<file path="config.mk">
export PLATFORM = sky130hd
export DESIGN_NAME = fwd_scoreboard_unit_flat
export DESIGN_NICKNAME = d
export VERILOG_FILES = /design/src/rtl/fwd_scoreboard_unit_pkg.sv /design/src/rtl/fwd_scoreboard_unit_if.sv /design/src/rtl/fwd_scoreboard_unit_match.sv /design/src/rtl/fwd_scoreboard_unit.sv /design/src/flat_wrapper.sv
export SDC_FILE = /design/constraint.sdc
export NUM_CORES = 1
export LEC_CHECK = 0
export ABC_CLOCK_PERIOD_IN_PS = 5600
export CORE_UTILIZATION = 54
export DETAILED_ROUTE_END_ITERATION = 10
export PLACE_DENSITY = 0.77
export SYNTH_ARGS = -nofsm -noshare
export SYNTH_HDL_FRONTEND = slang
export SYNTH_SLANG_ARGS = --single-unit
export TNS_END_PERCENT = 30
</file>
<file path="constraint.sdc">
create_clock -name clk -period 5.6 [get_ports clk]
set_clock_uncertainty 0.05 [all_clocks]
set_input_delay 1.4 -clock clk [delete_from_list [all_inputs] [get_ports clk]]
set_output_delay 1.4 -clock clk [all_outputs]
set_load 0.01 [all_outputs]
</file>
<file path="src/rtl/fwd_scoreboard_unit_pkg.sv">
// fwd_scoreboard_unit_pkg: shared register/select constants for the forwarding unit
package fwd_scoreboard_unit_pkg;
  localparam logic [4:0] REG_X0 = 5'd0;
  localparam int SEL_RF = 0;
  function automatic int fw_sel_stage(input int k);
    return k + 1;
  endfunction
endpackage

</file>
<file path="src/rtl/fwd_scoreboard_unit_if.sv">
// fwd_scoreboard_unit_if: ID/stage/long-unit signals seen by the forwarding unit
interface fwd_scoreboard_unit_if #(
  parameter int NUM_SRC = 2,
  parameter int NUM_STG = 3,
  parameter int CNTW = 16
);
  localparam int SELW = $clog2(NUM_STG + 2);
  logic id_valid;
  logic [5*NUM_SRC-1:0] id_rs;
  logic [NUM_SRC-1:0] id_rs_used;
  logic [4:0] id_rd;
  logic id_wr_en;
  logic id_long;
  logic flush;
  logic [5*NUM_STG-1:0] stg_rd;
  logic [NUM_STG-1:0] stg_wr_en;
  logic [NUM_STG-1:0] stg_rdy;
  logic lu_done;
  logic [4:0] lu_rd;
  logic [SELW*NUM_SRC-1:0] fw_sel;
  logic stall;
  logic id_ready;
  logic lu_busy;
  logic [CNTW-1:0] stall_cnt;
  logic sb_err;
  modport slave (
    input id_valid, id_rs, id_rs_used, id_rd, id_wr_en, id_long, flush,
    input stg_rd, stg_wr_en, stg_rdy, lu_done, lu_rd,
    output fw_sel, stall, id_ready, lu_busy, stall_cnt, sb_err
  );
  modport master (
    output id_valid, id_rs, id_rs_used, id_rd, id_wr_en, id_long, flush,
    output stg_rd, stg_wr_en, stg_rdy, lu_done, lu_rd,
    input fw_sel, stall, id_ready, lu_busy, stall_cnt, sb_err
  );
endinterface

</file>
<file path="src/rtl/fwd_scoreboard_unit_match.sv">
// fwd_scoreboard_unit_match: per-operand stage priority encode to bypass select and hazard flag
module fwd_scoreboard_unit_match
  import fwd_scoreboard_unit_pkg::*;
#(
  parameter int NUM_STG = 3,
  parameter int SELW = 3
) (
  input  logic [4:0] rs,
  input  logic rs_used,
  input  logic rs_pending,
  input  logic [5*NUM_STG-1:0] stg_rd,
  input  logic [NUM_STG-1:0] stg_wr_en,
  input  logic [NUM_STG-1:0] stg_rdy,
  input  logic lu_done,
  input  logic [4:0] lu_rd,
  output logic [SELW-1:0] sel,
  output logic hold
);
  logic active, lu_hit, stg_hit, stg_hold;
  logic [SELW-1:0] stg_sel;
  assign active = rs_used && rs != REG_X0;
  assign lu_hit = lu_done && lu_rd == rs;
  // oldest-to-youngest sweep so the youngest matching stage is the last writer
  always_comb begin
    stg_hit = 1'b0;
    stg_hold = 1'b0;
    stg_sel = SELW'(SEL_RF);
    for (int k = NUM_STG - 1; k >= 0; k--)
      if (stg_wr_en[k] && stg_rd[5*k+:5] == rs) begin
        stg_hit = 1'b1;
        stg_hold = !stg_rdy[k];
        stg_sel = stg_rdy[k] ? SELW'(fw_sel_stage(k)) : SELW'(SEL_RF);
      end
  end
  assign sel = !active ? SELW'(SEL_RF) :
               stg_hit ? stg_sel :
               (rs_pending && lu_hit) ? SELW'(NUM_STG + 1) : SELW'(SEL_RF);
  assign hold = active && (stg_hit ? stg_hold : rs_pending && !lu_hit);
endmodule

</file>
<file path="src/rtl/fwd_scoreboard_unit.sv">
// fwd_scoreboard_unit: operand bypass selects, ID stall and long-latency scoreboard
module fwd_scoreboard_unit
  import fwd_scoreboard_unit_pkg::*;
#(
  parameter int NUM_SRC = 2,
  parameter int NUM_STG = 3,
  parameter int MAX_LONG = 2,
  parameter int CNTW = 16
) (
  input logic clk,
  input logic rst,
  fwd_scoreboard_unit_if.slave bus
);
  localparam int SELW = $clog2(NUM_STG + 2);
  localparam int OW = $clog2(MAX_LONG + 1);
  logic [31:0] pending, clr_mask, set_mask;
  logic [OW-1:0] outstanding;
  logic [SELW*NUM_SRC-1:0] sel;
  logic [NUM_SRC-1:0] hold;
  logic lu_id_hit, hazard, stall_c, long_issue, done_ok;
  for (genvar i = 0; i < NUM_SRC; i++) begin : g_op
    fwd_scoreboard_unit_match #(.NUM_STG(NUM_STG), .SELW(SELW)) u_match (
      .rs(bus.id_rs[5*i+:5]),
      .rs_used(bus.id_rs_used[i]),
      .rs_pending(pending[bus.id_rs[5*i+:5]]),
      .stg_rd(bus.stg_rd),
      .stg_wr_en(bus.stg_wr_en),
      .stg_rdy(bus.stg_rdy),
      .lu_done(bus.lu_done),
      .lu_rd(bus.lu_rd),
      .sel(sel[SELW*i+:SELW]),
      .hold(hold[i])
    );
  end
  assign lu_id_hit = bus.lu_done && bus.lu_rd == bus.id_rd;
  assign hazard = (|hold) || (bus.id_long && outstanding == OW'(MAX_LONG)) ||
                  (bus.id_wr_en && pending[bus.id_rd] && !lu_id_hit);
  assign stall_c = bus.id_valid && !bus.flush && hazard;
  assign long_issue = bus.id_valid && !bus.flush && !stall_c && bus.id_long;
  assign done_ok = bus.lu_done && pending[bus.lu_rd];
  assign clr_mask = bus.lu_done ? 32'd1 << bus.lu_rd : '0;
  assign set_mask = (long_issue && bus.id_wr_en && bus.id_rd != REG_X0) ? 32'd1 << bus.id_rd : '0;
  assign bus.stall = rst || stall_c;
  assign bus.id_ready = !bus.stall;
  assign bus.fw_sel = rst ? '0 : sel;
  assign bus.lu_busy = outstanding != '0;
  // set after clear: a register can retire and be re-issued in the same cycle
  always_ff @(posedge clk or posedge rst)
    if (rst) begin
      pending <= '0;
      outstanding <= '0;
      bus.stall_cnt <= '0;
      bus.sb_err <= 1'b0;
    end else begin
      pending <= (pending & ~clr_mask) | set_mask;
      outstanding <= outstanding + OW'(long_issue) - OW'(done_ok);
      if (bus.lu_done && !pending[bus.lu_rd]) bus.sb_err <= 1'b1;
      if (stall_c && !(&bus.stall_cnt)) bus.stall_cnt <= bus.stall_cnt + CNTW'(1);
    end
endmodule

</file>
<file path="src/flat_wrapper.sv">
// flat-port wrapper written by rule: the top's interface ports become plain ports
module fwd_scoreboard_unit_flat import fwd_scoreboard_unit_pkg::*;
#(
  parameter int NUM_SRC = 2,
  parameter int NUM_STG = 3,
  parameter int MAX_LONG = 2,
  parameter int CNTW = 16
)
  (clk, rst, bus_id_valid, bus_id_rs, bus_id_rs_used, bus_id_rd, bus_id_wr_en, bus_id_long, bus_flush, bus_stg_rd, bus_stg_wr_en, bus_stg_rdy, bus_lu_done, bus_lu_rd, bus_fw_sel, bus_stall, bus_id_ready, bus_lu_busy, bus_stall_cnt, bus_sb_err);
  fwd_scoreboard_unit_if #(.NUM_SRC(NUM_SRC), .NUM_STG(NUM_STG), .CNTW(CNTW)) bus_i ();
  input logic clk;
  input logic rst;
  input wire logic [$bits(bus_i.id_valid)-1:0] bus_id_valid;
  input wire logic [$bits(bus_i.id_rs)-1:0] bus_id_rs;
  input wire logic [$bits(bus_i.id_rs_used)-1:0] bus_id_rs_used;
  input wire logic [$bits(bus_i.id_rd)-1:0] bus_id_rd;
  input wire logic [$bits(bus_i.id_wr_en)-1:0] bus_id_wr_en;
  input wire logic [$bits(bus_i.id_long)-1:0] bus_id_long;
  input wire logic [$bits(bus_i.flush)-1:0] bus_flush;
  input wire logic [$bits(bus_i.stg_rd)-1:0] bus_stg_rd;
  input wire logic [$bits(bus_i.stg_wr_en)-1:0] bus_stg_wr_en;
  input wire logic [$bits(bus_i.stg_rdy)-1:0] bus_stg_rdy;
  input wire logic [$bits(bus_i.lu_done)-1:0] bus_lu_done;
  input wire logic [$bits(bus_i.lu_rd)-1:0] bus_lu_rd;
  output wire logic [$bits(bus_i.fw_sel)-1:0] bus_fw_sel;
  output wire logic [$bits(bus_i.stall)-1:0] bus_stall;
  output wire logic [$bits(bus_i.id_ready)-1:0] bus_id_ready;
  output wire logic [$bits(bus_i.lu_busy)-1:0] bus_lu_busy;
  output wire logic [$bits(bus_i.stall_cnt)-1:0] bus_stall_cnt;
  output wire logic [$bits(bus_i.sb_err)-1:0] bus_sb_err;
  assign bus_i.id_valid = bus_id_valid;
  assign bus_i.id_rs = bus_id_rs;
  assign bus_i.id_rs_used = bus_id_rs_used;
  assign bus_i.id_rd = bus_id_rd;
  assign bus_i.id_wr_en = bus_id_wr_en;
  assign bus_i.id_long = bus_id_long;
  assign bus_i.flush = bus_flush;
  assign bus_i.stg_rd = bus_stg_rd;
  assign bus_i.stg_wr_en = bus_stg_wr_en;
  assign bus_i.stg_rdy = bus_stg_rdy;
  assign bus_i.lu_done = bus_lu_done;
  assign bus_i.lu_rd = bus_lu_rd;
  assign bus_fw_sel = bus_i.fw_sel;
  assign bus_stall = bus_i.stall;
  assign bus_id_ready = bus_i.id_ready;
  assign bus_lu_busy = bus_i.lu_busy;
  assign bus_stall_cnt = bus_i.stall_cnt;
  assign bus_sb_err = bus_i.sb_err;
  fwd_scoreboard_unit #(.NUM_SRC(NUM_SRC), .NUM_STG(NUM_STG), .MAX_LONG(MAX_LONG), .CNTW(CNTW)) u_core (.clk(clk), .rst(rst), .bus(bus_i));
endmodule
</file>
Word level (Yosys, flattened, before mapping). Cells that the tools add are included.

Memories: 0. Word-level logic and storage cells: 115. Output and inout bits: 26. Latch bits: 0. Memory bits (read-only): 0. Input port bits: 50. Flip-flop bits (word level): 51. Memory bits (writable): 0.

Div/mod/pow operators: 0. Add/subtract/negate cells: 3. Reduce and logical (&&, ||, !) cells: 49. Equal/unequal tests: 10. Bitwise gates (word level): 3. $mul: 0. Order comparisons: 4. Shift-type cells: 2. Multiplexer cells: 40.

Operators with widths (number): $mux W32 (2); $shl A1 B5 Y32 const A (2); $eq A5 B5 Y1 (9); $mux W3 (11); $and A32 B32 Y32 (1); $not A32 Y32 (1); $or A32 B32 Y32 (1); $logic_and A1 B1 Y1 (29); $lt A5 B6 Y1 const B (4); $bmux W1 S5 (4); $mux W1 (19); $add A16 B1 Y16 const B (1); $reduce_and A16 Y1 (1); $reduce_bool A5 Y1 (3); $logic_not A1 Y1 (11); $mux W2 (3); $mux W6 (1); $logic_or A1 B1 Y1 (3); $add A2 B1 Y2 (1); $eq A2 B2 Y1 const B (1); $reduce_bool A2 Y1 (1); $reduce_or A2 Y1 (1); $sub A2 B1 Y2 (1).

Longest topological paths before layout.
Depth in word-level cells: 18. Gate-level depth with buffers: 14. Mapped depth without buffers: 10.

Hierarchy. A second synthesis with hierarchy kept.

Cells, all modules: 413. Area total of the unflattened synthesis: 4284.1 um^2.

Modules (own cells, without submodules): fwd_scoreboard_unit (instances 1, sequential area each 1276.2 um^2, cells an instance 311, area an instance 3448.3 um^2); fwd_scoreboard_unit_match (instances 2, sequential area each 0.0 um^2, cells an instance 51, area an instance 417.9 um^2).

Worst setup path after synthesis. No wires, ideal clock.

Path type: input to output. From: input port bus_id_rs[5]. To: output port bus_id_ready. Arrival: 3.599 ns. Setup slack: 0.551 ns. Buffers on the path: 3. Data required time: 4.150 ns. Stages: 11. Cell sequence: buf_4 -> buf_6 -> xor2_1 -> nor4_1 -> nand3_1 -> a2111oi_1 -> a211oi_2 -> a211oi_2 -> buf_4 -> o21ai_0 -> inv_1.

Word-level cells in the longest chain between the ends: 13. Elaborated cells between the ends (all ways): 28. Classes of those cells: eq/ne: 4; mux: 9; reduce/logical: 15.

RTL lines: start: declaration (line flat_wrapper.sv:14) `input wire logic [$bits(bus_i.id_rs)-1:0] bus_id_rs;`; parallel branches: the longest is 6 deep, another holds $bmux W1 S5; $logic_and A1 B1 Y1 (*) (line fwd_scoreboard_unit_match.sv:38) `assign hold = active && (stg_hit ? stg_hold : rs_pending && !lu_hit);`; $reduce_or A2 Y1 (*) (line fwd_scoreboard_unit.sv:36) `assign hazard = (|hold) || (bus.id_long && outstanding == OW'(MAX_LONG)) ||`; $logic_or A1 B1 Y1 (*) (2 in series) (line fwd_scoreboard_unit.sv:36); $logic_and A1 B1 Y1 (*) (line fwd_scoreboard_unit.sv:38) `assign stall_c = bus.id_valid && !bus.flush && hazard;`; $logic_or A1 B1 Y1 (*) (line fwd_scoreboard_unit.sv:43) `assign bus.stall = rst || stall_c;`; via bus_stall (line flat_wrapper.sv:26) `output wire logic [$bits(bus_i.stall)-1:0] bus_stall;`; $logic_not A1 Y1 (*) (line fwd_scoreboard_unit.sv:44) `assign bus.id_ready = !bus.stall;`; end: declaration (line flat_wrapper.sv:27) `output wire logic [$bits(bus_i.id_ready)-1:0] bus_id_ready;`.

Mark *: on every way through the listed nets, which the timed path passes. The select of a mux whose other input is x is not followed.

Worst setup path after layout.
From: input port bus_id_rs[5]. To: output port bus_id_ready.

Word-level cells in the longest chain between the ends: 13. Elaborated cells between the ends (all ways): 28. Classes of those cells: eq/ne: 4; mux: 9; reduce/logical: 15.

RTL lines (line): parallel branches: the longest is 6 deep, another holds $bmux W1 S5; $logic_and A1 B1 Y1 (*) (fwd_scoreboard_unit_match.sv:38); $reduce_or A2 Y1 (*) (fwd_scoreboard_unit.sv:36); $logic_or A1 B1 Y1 (*) (2 in series) (fwd_scoreboard_unit.sv:36); $logic_and A1 B1 Y1 (*) (fwd_scoreboard_unit.sv:38); $logic_or A1 B1 Y1 (*) (fwd_scoreboard_unit.sv:43); $logic_not A1 Y1 (*) (fwd_scoreboard_unit.sv:44).

Every way passes the cells marked *. The select of a mux whose other input is x is not followed.

==> summary.md <==
| Metric | Value |
|---|---|
| Leakage power | `approximately 2.2 nW` |
| R2r startpoint | `u_core.pending[13]` |
| Layout filler cell count | `573` |
| Chip height | `91.4 um` |
| FF+latch area | `1280 um^2` |
| CP Max Fanout | `8` |
| Leading cell types in the layout, fill and taps excluded | `clkdlybuf4s50_1, dfrtp_1, xor2_1, buf_4, o21ai_0` |
| Initial Utilization | `55.8%` |
| Internal power | `0.000686 W` |
| Mean Syn Cell Area | `10.4 um^2` |
| Share of layout cells above drive strength 1 | `a little over a fifth` |
| Root Driver | `clkbuf_8` |
| Mapped cell area | `roughly 4300 um^2` |
| CTS Sinks | `51` |
| Final worst slack | `0.156 ns` |
| Post-place setup slack | `-0.179 ns` |
| Reg2Reg Depth | `11` |
| Synth Flop Type | `dfrtp_1` |
| RSZ-0062 raised after global routing | `false` |
| Die W | `91.4 um` |
| Status | `completed` |
| Nets | `569` |
| Cts hold-fix bufs | `0` |
| Worst reg-to-reg setup slack | `about 2.6 ns` |
| Yosys warns | `0` |
| Port Buffers | `75` |
| Final period util | `97.2%` |
| CP required | `4.15 ns` |
| Worst min path class | `flip-flop to flip-flop` |
| Worst setup EP type | `output port` |
| Router iterations before antenna repair | `5` |
| Slowest CP cell | `clkdlybuf4s50_1` |
| Die area | `8350 um^2` |
| End of the worst register-to-register path | `u_core.outstanding[1]` |
| Clock tree buffer depth | `2` |
| First-pass GRT wire length | `between 15000 and 20000 um` |
| RePlAce Congestion | `0.937` |
| Power share of the combinational group | `36.4%` |
| Placement Rows | `32` |
| Post-Syn Instances | `416` |
| DRT iter0 DRCs | `between 300 and 400` |
| # Max-Cap Violations | `0` |
| Cell area power density | `191 nW/um^2` |
| Hold Crit Depth | `1` |
| CP Class | `input pin to output port` |
| Net Sw Frac | `34.6%` |
| WL final | `12300 um` |
| Worst VDD drop | `0.120 mV` |
| IO Pins | `76` |
| Most common cell after layout, fill and taps aside | `clkdlybuf4s50_1` |
| Diode count | `0` |
| Flop and latch count out of synthesis | `51` |
| Clk pwr share | `approximately a fifth` |
| Critical path arrival | `approximately 4.0 ns` |
| Initial antenna violation count | `0` |
| Fin. Hold Viols | `0` |
| WP buf/inv | `4` |
| Fmax achieved | `0.184 GHz` |
| Routed Antenna Nets | `0` |
| Clk Latency, worst-skew pair | `0.31 ns` |
| Num CTS Buffers | `5` |
| Tmin final | `about 5.4 ns` |
| Share of flip-flops with an asynchronous set or reset | `100%` |
| Total GRT Usage | `30.2%` |
| CP Launch Type | `input pin` |
| Largest net degree at the start of global routing | `52` |
| Total core area | `about 7700 um^2` |
| Overflow after GRT | `0` |
| DRC | `0` |
| WHS Endpoint | `u_core.bus.sb_err` |
| Flop pwr share | `43.0%` |
| Clock-pin slew on the worst setup and hold paths | `0.10 ns` |
| Yosys cell types | `61` |
| Vias in the first global route | `3898` |
| Critical path, cell by cell | `clkdlybuf4s50_1 > buf_6 > mux4_2 > mux2_2 > nor3_1 > a221o_1 > a211oi_2 > a211oi_4 > o21ai_1 > inv_1 > dlygate4sd2_1` |
| Syn nets | `469` |
| HPWL Detailed | `between 9000 and 10000 um` |
| HP Start | `u_core.bus.sb_err` |
| P_sw | `0.000363 W` |
| Final Setup Violations | `0` |
| Final cell utilization of the core | `71.1%` |
| CTS tree | `done` |
| Seq/Total Area, Yosys | `29.6%` |
| Crit-path max cell delay | `around 0.50 ns` |
| Worst rel slew slack | `55.9%` |
| Tightest Pin Transition | `0.662 ns` |
| H-tree depth | `2` |
| Post-synth EDFFs | `0` |
| Area delta synth->final | `27.4%` |
| DR WL/cell | `19.9 um` |
| Final max-slew violation count | `0` |
| Vias | `between 3000 and 4000` |
| Area taken by multi-input logic gates | `2860 um^2` |
| Vias per inst | `6.46` |
| CP delay by family, top | `buffers and inverters` |
state kept, by name (all words and copies together), names as in the netlist:
| register | flops |
|---|---|
| u_core.bus.stall_cnt | 16 |
| u_core.outstanding | 2 |
| u_core.pending | 32 |
| u_core.bus.sb_err | 1 |
synth_stat cells (9+ instances only):
master    number  area, um^2
nand3_1       16        80.1
nor3_1        13        65.1
clkbuf_1      13        48.8
xor2_1        46         403
o21ai_1       31         155
o21ai_0       37         185
xnor2_1       14         123
nor2b_1        9        56.3
mux2i_1       15         150
and3_1         9        56.3
dfrtp_1       51        1280
nor2_1        10        37.5
mux4_2        31         698
nand2_1       24        90.1
through the flow:
stage               TNS (ns)  cells  hold WS, ns  power, W  instance area (um^2)
finish                     0    619        0.416   0.00105                  5500
global route               0    619        0.439   0.00110                  5500
CTS                        0    619        0.421   0.00105                  5500
detailed placement    -0.349    609        0.401  0.000834                  5390
global placement      -0.227    609        0.392  0.000821                  5390
floorplan                  0    416        0.443  0.000675                  4310
worst max path at each step:
stage	startpoint	endpoint	slack, ns	depth (start not counted)
finish	bus_id_rs[5]	bus_id_ready	0.16	11
global route	bus_id_rs[0]	bus_id_ready	0.02	12
CTS	bus_id_rs[5]	bus_id_ready	0.17	11
detailed placement	bus_id_rs[5]	bus_id_ready	-0.18	11
global placement	bus_id_rs[5]	bus_id_ready	-0.12	11
floorplan	bus_id_rs[5]	bus_id_ready	0.55	11
routing by layer:
metal	share of wire, %	track usage, %	vias to the layer above	wire (um)
met5	0	0	-	0
met4	3.7	14.0	0	461
met3	8.2	4.19	52	1010
met2	48	48.7	236	5870
met1	40	40.4	1949	4990
li1	-	-	1759	-
timing repair:
item	in CTS	in global routing
gates resized for setup	5	0
setup buffers	2	0
setup endpoints to repair	2	0
logic make-up after synthesis:
| logic type | after synthesis | synth area share [%] |
|---|---|---|
| mux | 53 | 22.4 |
| buf+inv | 36 | 4.38 |
| fa+ha+maj | 3 | 0.870 |
| flops | 51 | 29.6 |
| xor+xnor | 60 | 12.2 |
| compound gates | 86 | 11.9 |
| simple gates | 127 | 18.7 |
power by group through the flow:
| stage | Sequential (W) | Clock, W | Combinational [W] |
|---|---|---|---|
| floorplan | 0.000445 | 0 | 0.000230 |
| global placement | 0.000451 | 0 | 0.000370 |
| detailed placement | 0.000455 | 0 | 0.000379 |
| CTS | 0.000448 | 0.000219 | 0.000382 |
| global route | 0.000454 | 0.000234 | 0.000411 |
| finish | 0.000451 | 0.000216 | 0.000382 |
area by class of cell:
| class | count | share of cell area [%] |
|---|---|---|
| clock inverters | 3 | 0.364 |
| flip-flops and latches | 51 | 23.2 |
| repair buffers | 122 | 20.3 |
| inverters | 7 | 0.478 |
| well taps | 102 | 2.32 |
| multi-input cells | 329 | 52.0 |
| clock buffers | 5 | 1.25 |
Note: power is estimated with default switching activity, not from simulation.
